$ cat config.mk
export PLATFORM = sky130hd
export DESIGN_NAME = data_sram_bridge
export DESIGN_NICKNAME = d
export VERILOG_FILES = /design/src/rtl/data_sram_bridge.sv
export SDC_FILE = /design/constraint.sdc
export NUM_CORES = 1
export LEC_CHECK = 0
export ABC_AREA = 1
export BUFFER_PORTS_ARGS = -buffer_cell sky130_fd_sc_hd__clkbuf_2
export CAP_MARGIN = 40
export CORE_MARGIN = 10
export CORE_UTILIZATION = 30
export DETAILED_ROUTE_END_ITERATION = 10
export MAX_ROUTING_LAYER = met4
export PLACE_DENSITY = 0.53
export SYNTH_ARGS = -nofsm -noshare
export SYNTH_HDL_FRONTEND = slang
export SYNTH_SLANG_ARGS = --single-unit
$ cat constraint.sdc
create_clock -name clk -period 1.94 [get_ports clk]
set_clock_uncertainty 0.05 [all_clocks]
set_input_delay 0 -clock clk [delete_from_list [all_inputs] [get_ports clk]]
set_output_delay 0 -clock clk [all_outputs]
set_load 0.02 [all_outputs]
$ cat src/rtl/data_sram_bridge.sv
// data_sram_bridge: single-outstanding SRAM-style bus bridge for the MEM stage.
// Captures a load/store on issue, holds it on the bus until accepted, waits for
// data, then bypasses read data to the pipeline and keeps a copy for stalls.
module data_sram_bridge (
  input  logic        clk,
  input  logic        rst,
  // core side
  input  logic        MemEnableM,
  input  logic [3:0]  MemWenM,
  input  logic [31:0] MemAddrM,
  input  logic [31:0] TWriteDataM,
  input  logic        ExceptDealM,
  input  logic        StallOtherM,
  output logic [31:0] ReadDataM,
  output logic        StallReqM,
  // bus side
  output logic        data_req,
  output logic        data_wr,
  output logic [1:0]  data_size,
  output logic [31:0] data_addr,
  output logic [31:0] data_wdata,
  input  logic        data_addr_ok,
  input  logic        data_data_ok,
  input  logic [31:0] data_rdata
);

  typedef enum logic [1:0] {IDLE, ADDR, DATA, HOLD} state_t;

  typedef struct packed {
    logic        wr;
    logic [1:0]  size;
    logic [31:0] addr;
    logic [31:0] wdata;
  } busReq_t;

  state_t      state, stateNext;
  busReq_t     req;
  logic [31:0] holdData;
  logic        issue;
  logic        complete;

  // Byte-enable pattern to transfer size; irregular patterns fall back to word.
  function automatic logic [1:0] sizeOf(input logic [3:0] wen);
    case (wen)
      4'b0011, 4'b1100:                   sizeOf = 2'd1;
      4'b0001, 4'b0010, 4'b0100, 4'b1000: sizeOf = 2'd0;
      default:                            sizeOf = 2'd2;
    endcase
  endfunction

  // An exception in IDLE suppresses the access entirely; once on the bus the
  // transaction always runs to completion.
  assign issue    = (state == IDLE) && MemEnableM && !ExceptDealM;
  assign complete = ((state == ADDR) && data_addr_ok && data_data_ok) ||
                    ((state == DATA) && data_data_ok);

  // State register.
  always_ff @(posedge clk or negedge rst) begin
    if (!rst) state <= IDLE;
    else      state <= stateNext;
  end

  // Next-state logic; completion goes to HOLD while another stall keeps MEM.
  always_comb begin
    stateNext = state;
    case (state)
      IDLE: if (issue) stateNext = ADDR;
      ADDR: begin
        if (complete)          stateNext = StallOtherM ? HOLD : IDLE;
        else if (data_addr_ok) stateNext = DATA;
      end
      DATA: if (complete)     stateNext = StallOtherM ? HOLD : IDLE;
      HOLD: if (!StallOtherM) stateNext = IDLE;
      default:                stateNext = IDLE;
    endcase
  end

  // Request fields are captured once on issue so they stay stable on the bus.
  always_ff @(posedge clk or negedge rst) begin
    if (!rst) req <= '0;
    else if (issue) begin
      req.wr    <= |MemWenM;
      req.size  <= sizeOf(MemWenM);
      req.addr  <= MemAddrM;
      req.wdata <= TWriteDataM;
    end
  end

  // Keep the last returned data for cycles after the completion edge.
  always_ff @(posedge clk or negedge rst) begin
    if (!rst)          holdData <= '0;
    else if (complete) holdData <= data_rdata;
  end

  assign data_req   = (state == ADDR);
  assign data_wr    = req.wr;
  assign data_size  = req.size;
  assign data_addr  = req.addr;
  assign data_wdata = req.wdata;

  assign ReadDataM  = complete ? data_rdata : holdData;
  // Reset gating keeps the stall request low even if MemEnableM is high in reset.
  assign StallReqM  = rst && (issue || (((state == ADDR) || (state == DATA)) && !complete));

endmodule
Yosys cells after proc, flatten, opt, wreduce, memory -nomap -nowiden

Index checks and enable logic that the tools add are counted.
Widths: inputs -> output; s select.

Muxes and demuxes: 9
Equal/unequal tests: 13
Reductions and logical operators: 17

Operator list:

| kind               | number |
|---|---|
| $mux 32            | 1 |
| $mux 2             | 6 |
| $eq 4x2->1 const B | 2 |
| $eq 4x4->1 const B | 2 |
| $pmux 2 s4         | 1 |
| $reduce_or 4->1    | 2 |
| $logic_and 1x1->1  | 7 |
| $ne 2x2->1 const B | 3 |
| $eq 2x2->1 const B | 2 |
| $eq 4x1->1 const B | 1 |
| $eq 4x3->1 const B | 1 |
| $pmux 2 s2         | 1 |
| $reduce_and 4->1   | 1 |
| $logic_or 1x1->1   | 3 |
| $ne 3x1->1 const B | 1 |
| $eq 2x1->1 const B | 1 |
| $logic_not 1->1    | 2 |
| $logic_not 2->1    | 1 |
| $reduce_or 2->1    | 1 |

Logic and storage cells: 45
Flip-flop bits (word level): 101

Depth between registers and ports, before layout

Depth in word-level cells: 8
Depth in mapped cells: 9
Mapped depth without buffers: 9

Worst setup path before layout

No wires, ideal clock.

Path type: flip-flop to flip-flop
Start point: register state[1]
End point: register holdData[10]
Buffers on the path: 1
Path slack: 0.268 ns
Setup time: 0.175 ns
Stages on the path, launching flop included: 9
Data arrival time: 1.447 ns
Cell sequence: dfrtp_1 inv_1 ha_1 nand2_1 nand2_1 nand2_2 clkbuf_1 nand2_1 nand2_1

Cells in the longest elaborated chain, start to end: 5
Elaborated cells on any way between the ends: 7
Those cells by class: 2 x eq/ne; 1 x mux; 4 x reduce/logical

Ends and longest elaborated chain:

| item                           | RTL line | source |
|---|---|---|
| start: declaration             | 36       | `state_t state, stateNext;` |
| start signal: assignment       | 60       | `else state <= stateNext;` |
| $eq 2x1->1                     | -        |  |
| via data_req                   | 17       | `output logic data_req,` |
| $logic_and 1x1->1 (2 in a row) | 54       | `assign complete = ((state == ADDR) && data_addr_ok && data_data_ok) \|\|` |
| $logic_or 1x1->1               | 54       |  |
| $mux 32                        | -        |  |
| via ReadDataM[10]              | 14       | `output logic [31:0] ReadDataM,` |
| end signal: assignment         | 92       | `else if (complete) holdData <= data_rdata;` |
| end: declaration               | 38       | `logic [31:0] holdData;` |

The timed path passes the listed nets, and every way through them passes these cells.
A chain may end at the register's enable or synchronous reset.

Final worst setup path

Start point: register state[1]
End point: output ReadDataM[11]

Cells in the longest elaborated chain, start to end: 5
Elaborated cells on any way between the ends: 7
Those cells by class: 2 x eq/ne; 1 x mux; 4 x reduce/logical

Ends and longest elaborated chain:

| item                           | RTL line | source |
|---|---|---|
| $eq 2x1->1                     | 54       |  |
| $logic_and 1x1->1 (2 in a row) | 54       |  |
| $logic_or 1x1->1 *             | 54       |  |
| $mux 32 *                      | 101      | `assign ReadDataM = complete ? data_rdata : holdData;` |
| end: declaration               | 14       |  |

Every way passes the cells marked *; elsewhere a longest branch is shown, timed or not.

==> summary.txt <==
Layout
  – Area delta synth->final: 67.0%
  – Post-layout util: 0.508
  – Commonest non-fill, non-tap cell in the layout: nand2_1
  – Final #Nets: 890
  – Finished Layout Cells: 961
  – Finished layout cell area: 6710 sq um
  – Layout cells sized above 1: 0.309
  – Most frequent cells in the layout: nand2_1 (311), clkbuf_2 (200), dlygate4sd3_1 (103)

Route
  – Vias per std cell: 4.20
  – Antenna-violating nets left: 0
  – Final wirelength: 14100 microns
  – Drt pass-1 iters: 4
  – DRC viols: 0
  – Number of DRC markers in iteration 0: 213
  – DR WL/cell: 14.6 microns
  – Vias post-DR: 4036

Synth
  – Syn Inst Count: 467
  – Yosys warnings: 0
  – Seq cells post-synth: 101
  – Netlist cell types: 18
  – Synthesized cell area: 4020 sq um
  – Synthesized net count: 578
  – Synth top area share: 0.629
  – Post-Syn Area per Cell: 8.60 sq um
  – Post-synth top area cell: dfrtp_1
  – Seq/Total Area, Yosys: 0.629
  – Synth top area cells: dfrtp_1 (63%), nand2_1 (29%), ha_1 (1.2%)

Setup path
  – CP Data Arrival Time: 1800 ps
  – Critical Path RT: 1890 ps
  – Reg-to-reg startpoint: state[0]
  – WS Path Type: flip-flop to primary output
  – Worst r2r dst: data_addr[2]
  – Register-to-register setup slack: 220 ps
  – Critical path fanouts, max: 16
  – CP startpoint kind: flip-flop
  – Crit. End Element: primary output
  – R2R cell count: 8

CTS
  – CTS buffer count: 9
  – CTS Sinks: 101
  – Clock transition at path regs: 70 ps
  – Clk Latency, worst-skew pair: 340 ps
  – CTS tree: done
  – Post-CTS setup buffer count: 0
  – H-tree depth: 3
  – Clock Path Buffers: 2
  – Root Driver: clkbuf_16

Timing
  – FMAX: 0.540 GHz
  – Final hold vios: 0
  – PnR worst setup slack: 87.3 ps
  – Final min period: 1850 ps
  – Final slew viol count: 0
  – Final critical-path share of the clock period: 0.955
  – Slew margin rel.: 0.622
  – Worst slew pin tran: 567 ps
  – # setup viols final: 0
  – RSZ-0062 raised after global routing: yes

Global routing
  – First-pass GRT wire length: 22000 microns
  – Largest net degree at the start of global routing: 102
  – GRT Residual Overflow: 0
  – Initial antenna violation count: 2
  – Vias in the first global route: 4281
  – GRT Util Overall: 0.153

Floorplan
  – Num ports: 208
  – # rows: 42
  – Die H: 136 microns
  – Die footprint: 18400 sq um
  – Starting Density: 0.304
  – Die width: 136 microns
  – Core area: 13200 sq um

Pwr
  – Pwr dens: 1480 nW/um^2
  – Leak Pwr: 3.80 nW
  – Peak VDD IR: 0.730 mV

Place
  – Placed Area: 5280 sq um
  – Port Buf Inserts: 207
  – Placer Congestion: 0.802
  – Placed cells: 838
  – Dpl ws: 234 ps
  – Dpl hpwl: 9340 microns

Min path
  – Hold_sp: MemWenM[3]
  – Worst Hold Class: primary input to flip-flop
  – Worst hold path depth: 5
  – Hold Path End: data_size[1]

Run status
  – Status: finished, final reports clean

Run
  – Max Cap Viol: 0
==> registers in the layout, summed over array words and instances (netlist names) <==
register and count:
state 2, data_wr 1, data_wdata 32, holdData 32
data_size 2, data_addr 32
==> kinds of logic after synthesis <==
family / after synthesis / synth area share
AND/OR/NAND/NOR: 322 / 0.306
flip-flops: 101 / 0.629
buffers and inverters: 32 / 0.0414
AO/OA/AOI/OAI: 8 / 0.0109
adder cells (fa/ha/maj): 4 / 0.0125
==> synthesized netlist by cell type <==
library cell and count:
nor2_1 2, o22ai_1 1, nand2_2 1, dfrtp_1 101, nand2_1 312, buf_6 3, a21boi_0 1, nand4_1 1
buf_2 7, nand3_1 5, buf_4 4, nor2_4 1, inv_2 1, ha_1 4, a21oi_1 3, o21ai_0 3
inv_1 11, clkbuf_1 6
==> metal layers <==
metal	vias up	wire length, microns	track usage
met5	-	0	-
met4	0	340	0.0610
met3	20	869	0.0375
met2	126	6990	0.247
met1	1854	5870	0.180
li1	2036	-	-
==> area by class of cell <==
class	count	area [sq um]
multi-input combinational	334	1370
antenna	2	5.00
clock buffer	13	250
tap	176	220
fill	1204	6480
clock inverter	2	10.0
sequential	101	2530
inverter	12	47.5
timing repair buffer	321	2280
==> critical path, stage by stage, from the launching register on <==
cell and delay [ps]:
dfrtp_2 440, inv_2 90, ha_4 170, nand3_2 100
nand2_4 140, clkbuf_16 190, nand2_1 50, nand2_1 90
clkbuf_2 180
==> what timing repair did <==
action / 4_1_cts / 5_1_grt
hold buffers: 104 / 0
pin swaps: 0 / 2
endpoints found under the setup margin: 33 / 34
gates cloned: 0 / 3
resized for setup: 3 / 21
hold endpoints to repair: 200 / 0
==> where the power goes <==
part / switching (mW) / total, mW / internal [mW]
registers: 0.492 / 3.58 / 3.09
logic: 3.07 / 4.68 / 1.61
clock network: 0.754 / 1.65 / 0.896
==> worst max path at each step <==
stage / start / end / slack, ps
after floorplan: state[1] / holdData[10] / 270
after global placement: state[0] / data_wdata[25] / 300
after detailed placement: state[0] / data_wdata[29] / 230
after CTS: state[1] / ReadDataM[12] / -8
after global routing: state[0] / StallReqM / -20
final: state[1] / ReadDataM[11] / 90
==> through the flow <==
step / hold WS [ps] / power (mW) / TNS, ps
after floorplan: -346 / 6.20 / 0
after global placement: 87.5 / 7.90 / 0
after detailed placement: 94.0 / 7.98 / 0
after CTS: 35.3 / 9.85 / -8.35
after global routing: 87.3 / 10.7 / -43.5
final: 41.1 / 9.91 / 0
(Power assumes the default switching activity.)
